## src/rtl/alu_pkg.sv

```systemverilog
// Shared encodings for the ID->EX issue path: ALU op codes, ALUOp values,
// R-type funct codes and I-type opcodes.
package alu_pkg;

  localparam int DATA_W = 32;
  localparam int OP_W   = 4;

  localparam logic [OP_W-1:0] ALU_AND = 4'b0000;
  localparam logic [OP_W-1:0] ALU_OR  = 4'b0001;
  localparam logic [OP_W-1:0] ALU_ADD = 4'b0010;
  localparam logic [OP_W-1:0] ALU_SUB = 4'b0110;
  localparam logic [OP_W-1:0] ALU_SLT = 4'b0111;
  localparam logic [OP_W-1:0] ALU_NOP = 4'b1111;

  typedef enum logic [1:0] {
    ALUOP_ADD   = 2'b00,
    ALUOP_SUB   = 2'b01,
    ALUOP_RTYPE = 2'b10,
    ALUOP_ITYPE = 2'b11
  } aluop_e;

  localparam logic [5:0] FN_ADD = 6'b100000;
  localparam logic [5:0] FN_SUB = 6'b100010;
  localparam logic [5:0] FN_AND = 6'b100100;
  localparam logic [5:0] FN_OR  = 6'b100101;
  localparam logic [5:0] FN_SLT = 6'b101010;

  localparam logic [5:0] OPC_ADDI = 6'b001000;
  localparam logic [5:0] OPC_ANDI = 6'b001100;
  localparam logic [5:0] OPC_ORI  = 6'b001101;
  localparam logic [5:0] OPC_SLTI = 6'b001010;

endpackage

```

## src/rtl/alu_op_decode.sv

```systemverilog
// Combinational ALUOp/funct/opcode decode into the ALU operation code.
// Undecodable funct or opcode yields NOP and flags illegal.
module alu_op_decode
  import alu_pkg::*;
(
  input  logic [1:0]      alu_ctrl,
  input  logic [5:0]      opcode,
  input  logic [5:0]      funct,
  output logic [OP_W-1:0] op,
  output logic            illegal
);

  always_comb begin
    op      = ALU_NOP;
    illegal = 1'b0;
    case (aluop_e'(alu_ctrl))
      ALUOP_ADD: op = ALU_ADD;
      ALUOP_SUB: op = ALU_SUB;
      ALUOP_RTYPE: begin
        case (funct)
          FN_ADD:  op = ALU_ADD;
          FN_SUB:  op = ALU_SUB;
          FN_AND:  op = ALU_AND;
          FN_OR:   op = ALU_OR;
          FN_SLT:  op = ALU_SLT;
          default: illegal = 1'b1;
        endcase
      end
      ALUOP_ITYPE: begin
        case (opcode)
          OPC_ADDI: op = ALU_ADD;
          OPC_ANDI: op = ALU_AND;
          OPC_ORI:  op = ALU_OR;
          OPC_SLTI: op = ALU_SLT;
          default:  illegal = 1'b1;
        endcase
      end
      default: illegal = 1'b1;
    endcase
  end

endmodule

```

## src/rtl/alu_issue_stage.sv

```systemverilog
// ID->EX issue stage: decodes the ALU operation, selects operands and holds
// them in a 2-entry skid buffer (main drives the outputs, skid absorbs stalls).
module alu_issue_stage #(
  parameter int DATA_W = 32,
  parameter int OP_W   = 4
) (
  input  logic              clk,
  input  logic              rst,
  input  logic              in_valid,
  output logic              in_ready,
  input  logic [1:0]        alu_ctrl,
  input  logic [5:0]        opcode,
  input  logic [5:0]        funct,
  input  logic [DATA_W-1:0] rs_val,
  input  logic [DATA_W-1:0] rt_val,
  input  logic [DATA_W-1:0] imm,
  input  logic              alu_src,
  input  logic              flush,
  output logic              out_valid,
  input  logic              out_ready,
  output logic [OP_W-1:0]   alu_op,
  output logic [DATA_W-1:0] alu_a,
  output logic [DATA_W-1:0] alu_b,
  output logic              illegal
);

  import alu_pkg::*;

  // Stage p0: decode and operand select on the incoming entry
  logic [OP_W-1:0]   op_p0;
  logic              ill_p0;
  logic [DATA_W-1:0] b_p0;

  alu_op_decode u_decode (
    .alu_ctrl (alu_ctrl),
    .opcode   (opcode),
    .funct    (funct),
    .op       (op_p0),
    .illegal  (ill_p0)
  );

  assign b_p0 = alu_src ? imm : rt_val;

  logic accept, emit;
  assign accept = in_valid & in_ready;
  assign emit   = out_valid & out_ready;

  logic [1:0] cnt, cnt_nxt;
  logic       load_main_in, load_main_skid, load_skid;

  always_comb begin
    cnt_nxt        = cnt;
    load_main_in   = 1'b0;
    load_main_skid = 1'b0;
    load_skid      = 1'b0;
    case (cnt)
      2'd0: if (accept) begin
        cnt_nxt      = 2'd1;
        load_main_in = 1'b1;
      end
      2'd1: begin
        if (accept && emit) begin
          load_main_in = 1'b1;
        end else if (accept) begin
          cnt_nxt   = 2'd2;
          load_skid = 1'b1;
        end else if (emit) begin
          cnt_nxt = 2'd0;
        end
      end
      2'd2: if (emit) begin
        cnt_nxt        = 2'd1;
        load_main_skid = 1'b1;
      end
      default: cnt_nxt = 2'd0;
    endcase
    if (flush) begin
      cnt_nxt        = 2'd0;
      load_main_in   = 1'b0;
      load_main_skid = 1'b0;
      load_skid      = 1'b0;
    end
  end

  // Stage p1: occupancy control; in_ready/out_valid are registered from next count
  always_ff @(posedge clk) begin
    if (rst) begin
      cnt       <= 2'd0;
      in_ready  <= 1'b1;
      out_valid <= 1'b0;
    end else begin
      cnt       <= cnt_nxt;
      in_ready  <= (cnt_nxt != 2'd2);
      out_valid <= (cnt_nxt != 2'd0);
    end
  end

  logic [OP_W-1:0]   skid_op_p1;
  logic [DATA_W-1:0] skid_a_p1, skid_b_p1;
  logic              skid_ill_p1;

  always_ff @(posedge clk) begin
    if (rst) begin
      alu_op  <= ALU_NOP;
      alu_a   <= '0;
      alu_b   <= '0;
      illegal <= 1'b0;
    end else if (load_main_in) begin
      alu_op  <= op_p0;
      alu_a   <= rs_val;
      alu_b   <= b_p0;
      illegal <= ill_p0;
    end else if (load_main_skid) begin
      alu_op  <= skid_op_p1;
      alu_a   <= skid_a_p1;
      alu_b   <= skid_b_p1;
      illegal <= skid_ill_p1;
    end
  end

  always_ff @(posedge clk) begin
    if (load_skid && !rst) begin
      skid_op_p1  <= op_p0;
      skid_a_p1   <= rs_val;
      skid_b_p1   <= b_p0;
      skid_ill_p1 <= ill_p0;
    end
  end

endmodule

```

## config.mk

```make
export PLATFORM = sky130hd
export DESIGN_NAME = alu_issue_stage
export DESIGN_NICKNAME = d
export VERILOG_FILES = /design/src/rtl/alu_pkg.sv /design/src/rtl/alu_op_decode.sv /design/src/rtl/alu_issue_stage.sv
export SDC_FILE = /design/constraint.sdc
export NUM_CORES = 1
export LEC_CHECK = 0
export CORE_MARGIN = 2
export CORE_UTILIZATION = 49
export DETAILED_ROUTE_END_ITERATION = 6
export GPL_ROUTABILITY_DRIVEN = 1
export PLACE_DENSITY = 0.89
export SLEW_MARGIN = 20
export SYNTH_ARGS = -nofsm -noshare
export SYNTH_HDL_FRONTEND = slang
export SYNTH_SLANG_ARGS = --single-unit
```

## constraint.sdc

```tcl
create_clock -name clk -period 23.9 [get_ports clk]
set_clock_uncertainty 0.05 [all_clocks]
set_input_delay 4.78 -clock clk [delete_from_list [all_inputs] [get_ports clk]]
set_output_delay 4.78 -clock clk [all_outputs]
set_load 0.005 [all_outputs]
```

==> impl_metrics.ini <==
[outcome]
status = finished clean

[run]
maxCapViolCount = 0

[yosys]
ys.flop_type = dfxtp_1
ys_types = 43
yosysSeqAreaShare_pct = 63.0
syn_area_sq_um = 5610
synth.net_count = 584
synth-edff-count = 69
synth_seq_cells = 142
syn_avg_cell_area_sq_um = 12.0
synthArstFlopShare_pct = 0
syn_inst = 468
yosys_warnings = 0

[worst_setup_path]
critPathKind = in2reg
crit_slowest_cell = nor2_4
r2r_setup_slack_ns = 21.48
timing.rr.start = out_valid$_SDFF_PP0_
r2r_cells = 5
cp.depth = 6
cp_data_required_time_ns = 24.14
start_kind = input pin
critPathBufInv = 2
crit_path_cell_trace = clkdlybuf4s50_1, nand4b_1, nor2_4, buf_4, nor2_1, a221o_1
cp_slowest_stage_delay_ns = 0.64
path_max_fanout = 38
crit_family = buffers and inverters
worstReg2RegEnd = alu_op[1]$_SDFFE_PP1P_
crit_path_end_kind = flop
worst_ep_arrival_time_ns = 7.15

[clock_network]
cts_resized = 0
cts_buffers = 17
cts_max_level = 4
cts_setup_buffers = 0
root_buffer = clkbuf_16
path_clk_slew_ns = 0.06
tritoncts = built
cts_buffer_depth = 2
cts_hold_buf = 0
cts_sinks = 142
clk-insertion-delay-late_ns = 0.40

[sta]
finalCritPeriodShare_pct = 28.9
worst_slack_ns = 16.99
period_needed_ns = 6.91
max_freq_mhz = 145
relSlewSlack_pct = 47.5
worstMarginPinSlew_ns = 0.787
whs_ns = 0.415
grt_setup_unrepaired = false
slew_violations = 0
setup-tns-final_ns = 0
setup_viol = 0
hold_viol_final = 0

[route]
wirelength_microns = 14400
wire_per_inst_microns = 18.2
drc = 0
postRouteAntennaNets = 0
drtIter0Drc = 353
drt_pre_antenna_iters = 5
via_count = 4541
viasPerCell = 5.73

[placement]
gp_congestion = 0.736
pre_cts_ws_ns = 16.28
port_buffers = 186
dp_cells = 760
placed_area_sq_um = 7540
post-dp-hpwl_microns = 9680

[hold_path]
hold_end = alu_a[25]$_SDFFE_PP0P_
hp-class = reg2reg
min_delay_path_depth = 2
min_from = alu_a[25]$_SDFFE_PP0P_

[floorplanning]
start_util_pct = 49.6
die_h_microns = 111
fp.dieArea_sq_um = 12300
core_area_sq_um = 11300
row_count = 39
die_w_microns = 111
ioPinCount = 187

[final_layout]
syn_to_final_growth_pct = 45.7
finalInstanceArea_sq_um = 8180
fill_cells = 786
drive_gt1_share_pct = 10.9
fin_nets = 753
antennaDiodeCount = 0
layout_commonest_cell = clkdlybuf4s50_1
final_cell_mix = clkdlybuf4s50_1 (185), dfxtp_1 (73), edfxtp_1 (69), nand3_1 (68), a21oi_1 (67)
utilization_pct = 72.2
final_cells = 793
final-seq-area_sq_um = 3530
multiInputGateArea_sq_um = 1910

[global_route]
grt_overflow = 0
grt_pass1_wl_microns = 22600
grt_pass1_vias = 4473
grt_usage_pct = 22.9
grt_max_degree = 74
grt_antenna_before_repair = 0

[pwr]
p_total_mw = 0.605
leakagePower_nw = 2.76
power_density_nw_per_um2 = 73.9
peakVddDrop_uv = 52.4
-- where the power goes --
group,switching [mW],internal [mW],leakage (nW),total [mW]
Combinational,0.0247,0.0376,1.24,0.0623
Clock,0.0994,0.176,0.299,0.275
Sequential,0.00407,0.263,1.22,0.267
Total,0.128,0.476,2.76,0.605
-- registers in the layout (all words and copies together) (netlist names) --
signal,flops
alu_a,32
alu_b,32
alu_op,4
cnt,2
illegal,1
in_ready,1
out_valid,1
skid_a_p1,32
skid_b_p1,32
skid_ill_p1,1
skid_op_p1,4
-- tightest hold or removal path: stages (launching register included) --
cell and delay, ns:
dfxtp_1 0.30, nand3_1 0.06, a21oi_1 0.06
-- cells in the mapped netlist, types with 4 or more instances --
master / n / area share [%]
a21oi_1: 67 / 6.0
a22oi_1: 64 / 8.6
buf_2: 19 / 1.7
clkbuf_1: 21 / 1.4
dfxtp_1: 73 / 26
edfxtp_1: 69 / 37
inv_1: 4 / 0.27
mux2_1: 8 / 1.6
mux2_2: 26 / 5.2
nand2_1: 4 / 0.27
nand3_1: 68 / 6.1
-- area by class of cell --
cell class	instances	area share [%]
clock buffer	20	5.34
sequential	142	43.2
tap	143	2.19
multi-input combinational	279	23.3
inverter	4	0.184
timing repair buffer	193	23.4
clock inverter	12	2.31
-- cell families after synthesis --
| logic type | Yosys count | share of synthesized area [%] |
|---|---|---|
| compound gates | 146 | 16.8 |
| buf+inv | 47 | 3.57 |
| flops | 142 | 63.0 |
| mux | 34 | 6.82 |
| simple gates | 99 | 9.85 |
-- routing by layer --
metal | part of all wire (%) | routed length, microns | track usage, % | up-vias
li1 | - | - | - | 2146
met1 | 40 | 5830 | 28.2 | 2194
met2 | 52 | 7440 | 39.7 | 188
met3 | 6.7 | 972 | 6.34 | 13
met4 | 1.2 | 180 | 6.17 | 0
met5 | 0 | 0 | 0 | -
-- worst max-delay path by stage --
stage / startpoint / endpoint / slack (ns)
floorplan: rst / skid_a_p1[0]$_DFFE_PP_ / 10.86
global placement: flush / alu_op[1]$_SDFFE_PP1P_ / 16.42
detailed placement: flush / alu_op[1]$_SDFFE_PP1P_ / 16.28
CTS: flush / alu_op[1]$_SDFFE_PP1P_ / 16.69
global route: out_ready / alu_op[1]$_SDFFE_PP1P_ / 16.86
finish: out_ready / alu_op[1]$_SDFFE_PP1P_ / 16.99
Note: power is estimated with default switching activity, not from simulation.
